### config.mk
export PLATFORM = sky130hd
export DESIGN_NAME = qspi_line_fetch
export DESIGN_NICKNAME = d
export VERILOG_FILES = /design/src/rtl/qspi_line_fetch_pkg.sv /design/src/rtl/qspi_nibble_buffer.sv /design/src/rtl/qspi_line_fetch.sv
export SDC_FILE = /design/constraint.sdc
export NUM_CORES = 1
export LEC_CHECK = 0
export BUFFER_PORTS_ARGS = -buffer_cell sky130_fd_sc_hd__buf_2
export CAP_MARGIN = 10
export CELL_PAD_IN_SITES_DETAIL_PLACEMENT = 0
export CELL_PAD_IN_SITES_GLOBAL_PLACEMENT = 1
export CORE_MARGIN = 1.5
export CORE_UTILIZATION = 51
export CTS_BUF_LIST = sky130_fd_sc_hd__clkbuf_4
export CTS_CLUSTER_DIAMETER = 50
export DETAILED_ROUTE_END_ITERATION = 12
export GPL_ROUTABILITY_DRIVEN = 0
export MAX_ROUTING_LAYER = met4
export PLACE_DENSITY = 0.84
export SYNTH_ARGS = -nofsm -noshare
export SYNTH_HDL_FRONTEND = slang
export SYNTH_SLANG_ARGS = --single-unit
### constraint.sdc
create_clock -name clk -period 2.8 [get_ports clk]
set_clock_uncertainty 0.1 [all_clocks]
set_input_delay 0.14 -clock clk [delete_from_list [all_inputs] [get_ports clk]]
set_output_delay 0.14 -clock clk [all_outputs]
set_load 0.1 [all_outputs]
### src/rtl/qspi_line_fetch_pkg.sv
// Shared constants for the QSPI line fetcher: flash opcode, frame lengths and FSM encoding.
package qspi_line_fetch_pkg;

   localparam logic [7:0] QSPI_CMD_QREAD = 8'h6B;
   localparam int         SPI_CMD_LEN    = 8;
   localparam int         SPI_ADDR_LEN   = 24;
   localparam int         SPI_HDR_LEN    = SPI_CMD_LEN + SPI_ADDR_LEN;

   typedef enum logic [2:0] {
      ST_IDLE  = 3'd0,
      ST_CMD   = 3'd1,
      ST_ADDR  = 3'd2,
      ST_DUMMY = 3'd3,
      ST_DATA  = 3'd4,
      ST_END   = 3'd5
   } fetch_state_t;

endpackage

### src/rtl/qspi_nibble_buffer.sv
// Line buffer of NIBBLES 4-bit entries: one write port, asynchronous read with out-of-range reads as zero.
module qspi_nibble_buffer #(
   parameter int NIBBLES = 136,
   parameter int IDX_W   = $clog2(NIBBLES)
) (
   input  logic             clk,
   input  logic             we,
   input  logic [IDX_W-1:0] widx,
   input  logic [3:0]       wdata,
   input  logic [IDX_W-1:0] rd_idx,
   output logic [3:0]       rd_data
);

   logic [NIBBLES-1:0][3:0] mem;

   // Deliberately unreset: a partial line must survive a reset.
   genvar gi;
   generate
      for (gi = 0; gi < NIBBLES; gi++) begin : g_entry
         logic [3:0] entry_reg;
         always_ff @(posedge clk) begin
            if (we && (widx == IDX_W'(gi))) begin
               entry_reg <= wdata;
            end
         end
         assign mem[gi] = entry_reg;
      end
   endgenerate

   assign rd_data = (32'(rd_idx) < NIBBLES) ? mem[rd_idx] : 4'h0;

endmodule

### src/rtl/qspi_line_fetch.sv
// Quad Output Fast Read (6Bh) fetcher: streams one line of nibbles from QSPI flash into a local buffer.
module qspi_line_fetch
   import qspi_line_fetch_pkg::*;
#(
   parameter int NIBBLES    = 136,
   parameter int DUMMY_CLKS = 8,
   parameter int IDX_W      = $clog2(NIBBLES)
) (
   input  logic             clk,
   input  logic             reset_n,
   input  logic             start,
   input  logic [23:0]      addr,
   output logic             busy,
   output logic             done,
   output logic             spi_cs,
   output logic             spi_sclk,
   input  logic [3:0]       spi_in,
   output logic             spi_out0,
   output logic             spi_dir0,
   input  logic [IDX_W-1:0] rd_idx,
   output logic [3:0]       rd_data
);

   localparam int K_DATA = SPI_HDR_LEN + DUMMY_CLKS;
   localparam int K_END  = K_DATA + NIBBLES;
   localparam int K_W    = $clog2(K_END + 1);

   fetch_state_t            state_reg, state_next;
   logic [K_W-1:0]          k_reg, k_next, k_inc;
   logic [SPI_ADDR_LEN-1:0] addr_reg, addr_next;
   logic [3:0]              cap_reg;
   logic [2:0]              cmd_bit;
   logic [4:0]              addr_bit;
   logic                    buf_we;
   logic [IDX_W-1:0]        buf_widx;

   always_ff @(posedge clk or negedge reset_n) begin
      if (!reset_n) begin
         state_reg <= ST_IDLE;
         k_reg     <= '0;
         addr_reg  <= '0;
      end else begin
         state_reg <= state_next;
         k_reg     <= k_next;
         addr_reg  <= addr_next;
      end
   end

   assign k_inc = k_reg + K_W'(1);

   // Phase is derived from the cycle count that the next edge will produce.
   always_comb begin
      state_next = state_reg;
      k_next     = k_reg;
      addr_next  = addr_reg;
      case (state_reg)
         ST_IDLE: begin
            if (start) begin
               state_next = ST_CMD;
               k_next     = '0;
               addr_next  = addr;
            end
         end
         ST_END: begin
            state_next = ST_IDLE;
            k_next     = '0;
         end
         default: begin
            k_next = k_inc;
            if (k_inc < K_W'(SPI_CMD_LEN))      state_next = ST_CMD;
            else if (k_inc < K_W'(SPI_HDR_LEN)) state_next = ST_ADDR;
            else if (k_inc < K_W'(K_DATA))      state_next = ST_DUMMY;
            else if (k_inc < K_W'(K_END))       state_next = ST_DATA;
            else                                state_next = ST_END;
         end
      endcase
   end

   assign cmd_bit  = 3'(SPI_CMD_LEN - 1) - k_reg[2:0];
   assign addr_bit = 5'(SPI_HDR_LEN - 1) - k_reg[4:0];

   always_comb begin
      spi_out0 = 1'b0;
      case (state_reg)
         ST_CMD:  spi_out0 = QSPI_CMD_QREAD[cmd_bit];
         ST_ADDR: spi_out0 = addr_reg[addr_bit];
         default: spi_out0 = 1'b0;
      endcase
   end

   assign spi_cs   = (state_reg == ST_CMD) || (state_reg == ST_ADDR) ||
                     (state_reg == ST_DUMMY) || (state_reg == ST_DATA);
   assign spi_dir0 = (state_reg == ST_DUMMY) || (state_reg == ST_DATA) || (state_reg == ST_END);
   assign busy     = (state_reg != ST_IDLE);
   assign done     = (state_reg == ST_END);
   assign spi_sclk = spi_cs & ~clk;

   // Sampled on rising SCLK, i.e. half a cycle after the flash launched the nibble.
   always_ff @(negedge clk or negedge reset_n) begin
      if (!reset_n) begin
         cap_reg <= '0;
      end else if (state_reg == ST_DATA) begin
         cap_reg <= spi_in;
      end
   end

   assign buf_we   = (state_reg == ST_DATA);
   assign buf_widx = IDX_W'(k_reg - K_W'(K_DATA));

   qspi_nibble_buffer #(
      .NIBBLES (NIBBLES),
      .IDX_W   (IDX_W)
   ) u_buffer (
      .clk     (clk),
      .we      (buf_we),
      .widx    (buf_widx),
      .wdata   (cap_reg),
      .rd_idx  (rd_idx),
      .rd_data (rd_data)
   );

endmodule

==> flow_summary.yaml, run 1 <==
setup_path:
  path_max_fanout: 1
  arrival_ns: 3.19
  r2r_cells: 3
  cp-end-kind: "output pin"
  crit_path_start_kind: "register"
  path_class: "register to output pin"
  r2r_slack_ns: -0.01
  required_ns: 2.56
clock_tree:
  clock_latency_ns: 1.03
  clk_pin_slew_ns: 0.07
  tritoncts: "built"
sta:
  tightest_slew_ns: 0.6886
  post-route-period-util: 1.225
  rsz0062_at_grt: "true"
  slew_violations: 0
  setup_viol_count_final: 6
  finalCriticalPeriod_ns: 3.431
  setup_slack_ns: -0.6306
  max_slew_margin: 0.5392
  fmax_mhz: 291.5
  hold_viol: 0
drt:
  post_drt_wl_per_cell_um: 24.87
  wl_um: 57420
  drt-met1-wl_um: 22420
  dr.pass1.iters: 7
  avgViaCountPerCell: 5.900
  first_iter_violations: 1407
  wl_met3_um: 5264
  vias: 13620
  ant_nets: 0
  wl_met2_um: 27990
  top_layer_used: "met4"
  drc_errors: 0
synthesis:
  synth_cell_types: 59
  ys_ff_latch: 583
  yosys.cell_count.top_type: "edfxtp_1"
  synth_top_area_cell: "edfxtp_1"
  synth_edf_count: 544
  ys.flop_type: "edfxtp_1"
  seq_area_frac_synth: 0.7228
  async_flop_share: 0.06690
  synth_area_leaders: "edfxtp_1 (68%), mux4_2 (11%), dfrtp_1 (3.7%)"
  postSynthNetCount: 1312
  syn_inst: 1267
  syn_area_um2: 23950
  netlist.area_leader.share: 0.6820
  yosysWarnings: 0
  synth.avg_cell_area_um2: 18.90
  yosys-top-cells-count: "edfxtp_1 (544), nor2_1 (164), mux4_2 (122), nand2_1 (39), mux2i_1 (36)"
floorplanning:
  die_x_um: 219.7
  core-area_um2: 46460
  initial_core_util: 0.5156
  num_rows: 79
  die_h_um: 219.7
  ioPinCount: 49
  die_area_um2: 48270
cells_and_area:
  largest_reg_flops: 544
  final_nets: 1645
  layout-drive-gt1-share: 0.3822
  final_util: 0.6201
  final_cell_area_um2: 28810
  fillers: 3305
  multi_input_area_um2: 6365
  seqCellArea_um2: 17310
  area_delta_synth_final_pct: 20.27
flow_run:
  max-cap-violations: 0
power_and_ir_drop:
  p_comb_frac: 0.183
  swShare: 0.2727
  p_leak_nw: 9.745
  switching_power_mw: 6.216
  seqPwrFrac: 0.490
  power_density_nw_per_um2: 791.3
  intPower_mw: 16.58
  clock_power_share: 0.327
  ir_worst_vdd_mv: 0.7169
run_status:
  violations: "setup timing"
  status: "finished, violations left"
global_route:
  grt_pass1_wl_um: 86180
  grt_pass1_vias: 14440
  grt_antenna_before_repair: 2
  track_usage: 0.2575
  grt_overflow_total: 0
  grt_max_degree: 89
worst_hold_path:
  hp-class: "primary input to register"
  hold_depth: 5
place:
  numPortBuffers: 48
  dp_hpwl_um: 35560
  dpl_cell_area_um2: 25930
==> final timing paths <==
kind                                            end                                        start
setup / recovery                         rd_data[1]  u_buffer.g_entry[80].entry_reg[1]$_DFFE_PP_
hold / removal             state_reg[0]$_DFFE_PN0P_                                        start
setup reg to reg             cap_reg[2]$_DFFE_NN0P_                     state_reg[1]$_DFFE_PN0P_
hold reg to reg              cap_reg[0]$_DFFE_NN0P_                       cap_reg[0]$_DFFE_NN0P_
max in group asynchronous    cap_reg[2]$_DFFE_NN0P_                                      reset_n
min in group asynchronous  addr_reg[17]$_DFFE_PN0P_                                      reset_n
==> area by class of cell <==
| cell class | instances | area share |
|---|---|---|
| Sequential cell | 583 | 0.6011 |
| Multi-Input combinational cell | 599 | 0.2210 |
| Timing Repair Buffer | 256 | 0.08439 |
| Clock buffer | 212 | 0.05516 |
| Tap cell | 607 | 0.02636 |
| Clock inverter | 37 | 0.01029 |
| Inverter | 11 | 0.001433 |
| Antenna cell | 4 | 0.0003475 |
==> critical path, cell delays in order, from the launching register on <==
cell and delay (ns):
edfxtp_1 0.40, mux4_2 0.48, a22oi_2 0.21, a31o_2 0.22, o2111ai_4 0.13, a221oi_4 0.35, o41ai_4 0.14, buf_12 0.19
==> per-layer routing <==
metal  GRT usage  up-vias
li1            -     5883
met1      0.3265     6916
met2      0.3948      715
met3     0.06957      110
met4      0.1100        0
met5           -        -
==> cell usage in the layout, fill, tap and decap left out, drive strengths merged, types with 6 or more instances in the layout <==
master       netlist  layout
edfxtp           544     544
clkbuf            41     212
buf               33     180
nor2             166     166
mux4             145     145
dlygate4sd3        0      76
nand2             39      39
mux2i             36      36
dfrtp             35      35
mux2              31      31
nand3             30      30
clkinv             1      26
o21ai             24      24
a22oi             19      19
inv               10      15
a21oi             13      13
nor2b              7       7
nor3               7       7
a221oi             7       7
ha                 6       6
==> through the flow <==
step | total power, mW | worst slack (ns) | instances | setup TNS (ns) | hold WS [ns]
CTS | 22.84 | -0.7522 | 2305 | -3.240 | 0.02359
detailed placement | 15.16 | -0.02089 | 1982 | -0.02089 | 0.2726
global route | 23.69 | -0.7482 | 2309 | -3.625 | 0.08867
global placement | 15.01 | 0.01925 | 1982 | 0 | 0.2655
finish | 22.79 | -0.6306 | 2309 | -2.749 | 0.1309
floorplan | 13.71 | -1.119 | 1267 | -609.74 | -0.2556
==> power groups by stage <==
| stage | Sequential [mW] | Clock [mW] | Combinational, mW |
|---|---|---|---|
| floorplan | 12.0 | 0.117 | 1.62 |
| global placement | 11.3 | 0.131 | 3.54 |
| detailed placement | 11.4 | 0.131 | 3.67 |
| CTS | 11.2 | 7.55 | 4.10 |
| global route | 11.2 | 8.00 | 4.47 |
| finish | 11.2 | 7.45 | 4.17 |
==> what timing repair did <==
action                                  in CTS  in global routing
hold buffers                                76                  0
gates resized for setup                     34                 37
endpoints found under the setup margin       9                171
setup buffers                                1                  1
hold endpoints to repair                    68                  0
pin swaps                                   15                 14
==> cells by family after synthesis <==
family,share of synthesized area
xor gates and xnor gates,0.003291
DFF,0.7228
AOI/OAI and AO/OA,0.02925
adders and majority gates,0.003134
muxes,0.1696
and+or+nand+nor,0.04806
buffers and inverters,0.02392
Power figures use the tool's default switching activity.
==> run 2: changes to the inputs <==
==> constraint.sdc (replaced) <==
create_clock -name clk -period 2.8 [get_ports clk]
set_clock_uncertainty 0.1 [all_clocks]
set_input_delay 0.42 -clock clk [delete_from_list [all_inputs] [get_ports clk]]
set_output_delay 0.42 -clock clk [all_outputs]
set_load 0.1 [all_outputs]
==> flow_summary.yaml, run 2 (synthesis gave the netlist of run 1 again) <==
power_and_ir_drop:
  power_mw: 22.78
  ir_worst_vdd_mv: 0.7357
  p_leak_nw: 9.932
  power_density_nw_per_um2: 783.0
sta:
  tightest_slew_ns: 0.5410
  post-route-period-util: 1.323
  rsz0062_at_grt: "true"
  max_slew_margin: 0.6380
  fmax_mhz: 270.0
  setup_viol_count_final: 9
  finalCriticalPeriod_ns: 3.704
  hold_viol: 0
  slew_violations: 0
  setup_slack_ns: -0.9039
setup_path:
  path_max_fanout: 1
  reg2reg_to: "cap_reg[0]$_DFFE_NN0P_"
  crit_path_frequent_cell: "mux4_2"
  r2r_start: "state_reg[1]$_DFFE_PN0P_"
  cp-end-kind: "output pin"
  crit_path_start_kind: "register"
  path_class: "register to output pin"
  r2r_cells: 3
  crit_chain: "mux4_2, mux4_2, nor2_4, a221oi_2, nor3_1, buf_4, o41ai_4, buf_12"
  slowest_stage: "mux4_2"
  required_ns: 2.28
  slowest_delay_ns: 0.53
  arrival_ns: 3.18
  r2r_slack_ns: -0.11
clock_tree:
  clk_pin_slew_ns: 0.06
  clock_latency_ns: 1.07
  tritoncts: "built"
place:
  dp_slack_ns: -0.6360
  dpl_cell_area_um2: 26390
  dp_hpwl_um: 38130
  numPortBuffers: 48
  dp_cells: 2039
drt:
  vias: 13810
  wl_um: 58300
  post_drt_wl_per_cell_um: 24.98
  ant_nets: 0
  first_iter_violations: 1563
  drc_errors: 0
  dr.pass1.iters: 5
  avgViaCountPerCell: 5.915
cells_and_area:
  final_common_cell: "edfxtp_1"
  final_cell_area_um2: 29100
  final_nets: 1685
  layout-drive-gt1-share: 0.4086
  fin_cells: 2334
  multi_input_area_um2: 6462
  seqCellArea_um2: 17310
  fillers: 3226
  final_cell_mix: "edfxtp_1 (544), clkbuf_4 (212), buf_4 (163)"
  final_util: 0.6263
  area_delta_synth_final_pct: 21.49
  largest_reg_flops: 544
global_route:
  grt_pass1_vias: 14530
  grt_pass1_wl_um: 88260
  grt_overflow_total: 0
  grt_max_degree: 49
  track_usage: 0.2636
  grt_antenna_before_repair: 2
worst_hold_path:
  hp-class: "primary input to register"
  holdPathEnd: "k_reg[0]$_DFFE_PN0P_"
  hold_depth: 5
  hold_start: "start"
floorplanning:
  initial_core_util: 0.5156
  core-area_um2: 46460
  ioPinCount: 49
  num_rows: 79
  die_x_um: 219.7
  die_area_um2: 48270
  die_h_um: 219.7
run_status:
  status: "finished, violations left"
  violations: "setup timing"
flow_run:
  max-cap-violations: 0
[run 2: cell types whose count changed in the layout (fill, tap and decap cells not counted), sizes merged]
| cell | change |
|---|---|
| dlygate4sd3 | -19 |
| clkinv | -11 |
| buf | +57 |
| clkbuf | +1 |
| inv | -3 |
[run 2: what timing repair did]
item | in CTS | in global routing
hold endpoints to repair | 68 | 0
resized for setup | 50 | 48
pin swaps | 15 | 12
endpoints found under the setup margin | 58 | 239
setup buffers | 0 | 0
hold buffers | 57 | 0
[run 2: critical path: cells and delay by family, from the launching register on]
family | cells | cell delay [ns]
and+or+nand+nor | 2 | 0.26
AOI/OAI and AO/OA | 2 | 0.15
buffers and inverters | 2 | 0.33
muxes | 2 | 1.00
DFF | 1 | 0.39
[run 2: metrics by stage]
stage / TNS (ns) / hold slack [ns]
5_1_grt: -5.431 / 0.1958
3_5_place_dp: -4.720 / 0.3931
6_report: -4.577 / 0.2137
4_1_cts: -5.119 / 0.08556
2_1_floorplan: -610.20 / 0.02441
3_3_place_gp: -2.131 / 0.3863
[run 2: worst max path at each step]
stage | start | to | depth (start not counted)
finish | u_buffer.g_entry[25].entry_reg[1]$_DFFE_PP_ | rd_data[1] | 8
global route | u_buffer.g_entry[81].entry_reg[1]$_DFFE_PP_ | rd_data[1] | 8
CTS | u_buffer.g_entry[25].entry_reg[1]$_DFFE_PP_ | rd_data[1] | 8
detailed placement | rd_idx[0] | rd_data[1] | 12
global placement | rd_idx[0] | rd_data[1] | 12
floorplan | cap_reg[0]$_DFFE_NN0P_ | u_buffer.g_entry[0].entry_reg[0]$_DFFE_PP_ | 0
[run 2: power breakdown]
group / leakage, nW / internal [mW] / switching, mW
logic: 3.41 / 1.70 / 2.57
registers: 5.43 / 11.0 / 0.206
clock network: 1.10 / 3.96 / 3.40
[run 2: routing by layer]
layer	wire length (um)	share of wire	global-route usage
met5	0	0	-
met4	1893	0.032	0.1184
met3	5162	0.089	0.07578
met2	28500	0.49	0.4011
met1	22740	0.39	0.3312
[run 2: final cells by class]
cell class | count | area share
diodes | 4 | 0.0003440
clock buffers | 213 | 0.05538
clock inverters | 23 | 0.007740
inverters | 11 | 0.001419
multi-input cells | 599 | 0.2221
flip-flops and latches | 583 | 0.5950
well taps | 607 | 0.02610
repair buffers | 294 | 0.09193
==> run 3: changes to the inputs <==
==> constraint.sdc (replaced) <==
create_clock -name clk -period 2.8 [get_ports clk]
set_clock_uncertainty 0.1 [all_clocks]
set_input_delay 0.28 -clock clk [delete_from_list [all_inputs] [get_ports clk]]
set_output_delay 0.28 -clock clk [all_outputs]
set_load 0.1 [all_outputs]
==> flow_summary.yaml, run 3 (synthesis gave the netlist of run 1 again) <==
power_and_ir_drop:
  power_mw: 22.84
  power_density_nw_per_um2: 787.9
  ir_worst_vdd_mv: 0.9053
  p_leak_nw: 9.873
floorplanning:
  core-area_um2: 46460
  die_h_um: 219.7
  ioPinCount: 49
  num_rows: 79
  initial_core_util: 0.5156
  die_area_um2: 48270
  die_x_um: 219.7
drt:
  avgViaCountPerCell: 5.877
  dr.pass1.iters: 5
  wl_um: 57370
  ant_nets: 0
  top_layer_used: "met4"
  vias: 13760
  first_iter_violations: 1501
  wl_met2_um: 28520
  post_drt_wl_per_cell_um: 24.51
  wl_met3_um: 4804
  drt-met1-wl_um: 22280
  drc_errors: 0
worst_hold_path:
  hold_depth: 4
  hp-class: "primary input to register"
sta:
  max_slew_margin: 0.4930
  post-route-period-util: 1.231
  holdWs_ns: 0.1026
  hold_viol: 0
  setup_slack_ns: -0.6475
  finalCriticalPeriod_ns: 3.448
  setup_viol_count_final: 5
  fmax_mhz: 290.1
  rsz0062_at_grt: "true"
  slew_violations: 0
  tightest_slew_ns: 0.7596
cells_and_area:
  layout-drive-gt1-share: 0.3799
  largest_reg_flops: 544
  area_delta_synth_final_pct: 21.03
  final_cell_mix: "edfxtp_1 (544), clkbuf_4 (206), nor2_1 (127)"
  final_nets: 1666
  fin_cells: 2341
  fillers: 3245
  final_common_cell: "edfxtp_1"
  final_util: 0.6240
setup_path:
  path_class: "register to output pin"
  path_max_fanout: 1
  r2r_cells: 3
  required_ns: 2.42
  crit_path_start_kind: "register"
  arrival_ns: 3.07
  cp-end-kind: "output pin"
global_route:
  grt_max_degree: 55
  grt_antenna_before_repair: 1
  grt_pass1_vias: 14580
  track_usage: 0.2575
  grt_overflow_total: 0
  grt_pass1_wl_um: 87040
flow_run:
  max-cap-violations: 0
run_status:
  violations: "setup timing"
  status: "finished, violations left"
clock_tree:
  clock_latency_ns: 0.97
  tritoncts: "built"
  clk_pin_slew_ns: 0.06
place:
  dp_hpwl_um: 36220
  dp_cells: 2003
  numPortBuffers: 48
-- run 3: cell count changes in the layout (fill, tap and decap cells not counted), sizes merged --
cell | previous run | this run
clkinv | 15 | 48
dlygate4sd3 | 57 | 75
inv | 12 | 13
buf | 237 | 199
clkinvlp | 2 | 4
clkbuf | 213 | 207
diode | 4 | 2
bufinv | 5 | 4
-- run 3: metrics by stage --
step,TNS (ns),area [um^2],worst slack [ns]
2_1_floorplan,-610.26,24100,-1.119
3_3_place_gp,-0.9850,26150,-0.2869
3_5_place_dp,-1.030,26150,-0.3142
4_1_cts,-3.427,28900,-0.7504
5_1_grt,-3.934,28990,-0.7822
6_report,-3.039,28990,-0.6475
-- run 3: worst max-delay path: stages (launching register included) --
cell and delay, ns:
edfxtp_1 0.38, mux4_2 0.52, mux4_2 0.49, nand2_1 0.09
nand3_2 0.14, a21oi_4 0.22, a31oi_4 0.07, buf_12 0.20
-- run 3: path summary, 6_finish.rpt --
kind / from / end / slack, ns
min reg2reg: cap_reg[1]$_DFFE_NN0P_ / cap_reg[1]$_DFFE_NN0P_ / 0.43
min in group asynchronous: reset_n / k_reg[4]$_DFFE_PN0P_ / 0.60
max: u_buffer.g_entry[3].entry_reg[2]$_DFFE_PP_ / rd_data[2] / -0.65
max in group asynchronous: reset_n / cap_reg[3]$_DFFE_NN0P_ / 1.39
max reg2reg: state_reg[0]$_DFFE_PN0P_ / cap_reg[2]$_DFFE_NN0P_ / 0.01
min: start / state_reg[0]$_DFFE_PN0P_ / 0.10
-- run 3: metal layers --
metal / track usage / vias up
li1: - / 5956
met1: 0.3273 / 7004
met2: 0.3968 / 676
met3: 0.06266 / 121
met4: 0.1156 / 0
met5: - / -
-- run 3: power breakdown --
part	switching, mW	total (mW)	internal, mW
sequential	0.219	11.2	11.0
combinational	2.52	4.35	1.83
clock	3.52	7.31	3.80
total	6.25	22.8	16.6
-- run 3: repair_timing --
item,CTS,global route
gates resized for setup,27,29
endpoints found under the setup margin,9,138
hold endpoints to repair,68,0
pin swaps,16,6
setup buffers,2,0
hold buffers,75,0
-- run 3: final cells by class --
class | instances | area, um^2 | share of cell area
antenna | 2 | 5.005 | 0.0001727
sequential | 583 | 17310 | 0.5973
multi-input combinational | 599 | 6325 | 0.2182
clock inverter | 58 | 382.9 | 0.01321
timing repair buffer | 277 | 2629 | 0.09069
tap | 607 | 759.5 | 0.02620
clock buffer | 204 | 1531 | 0.05283
inverter | 11 | 41.29 | 0.001424
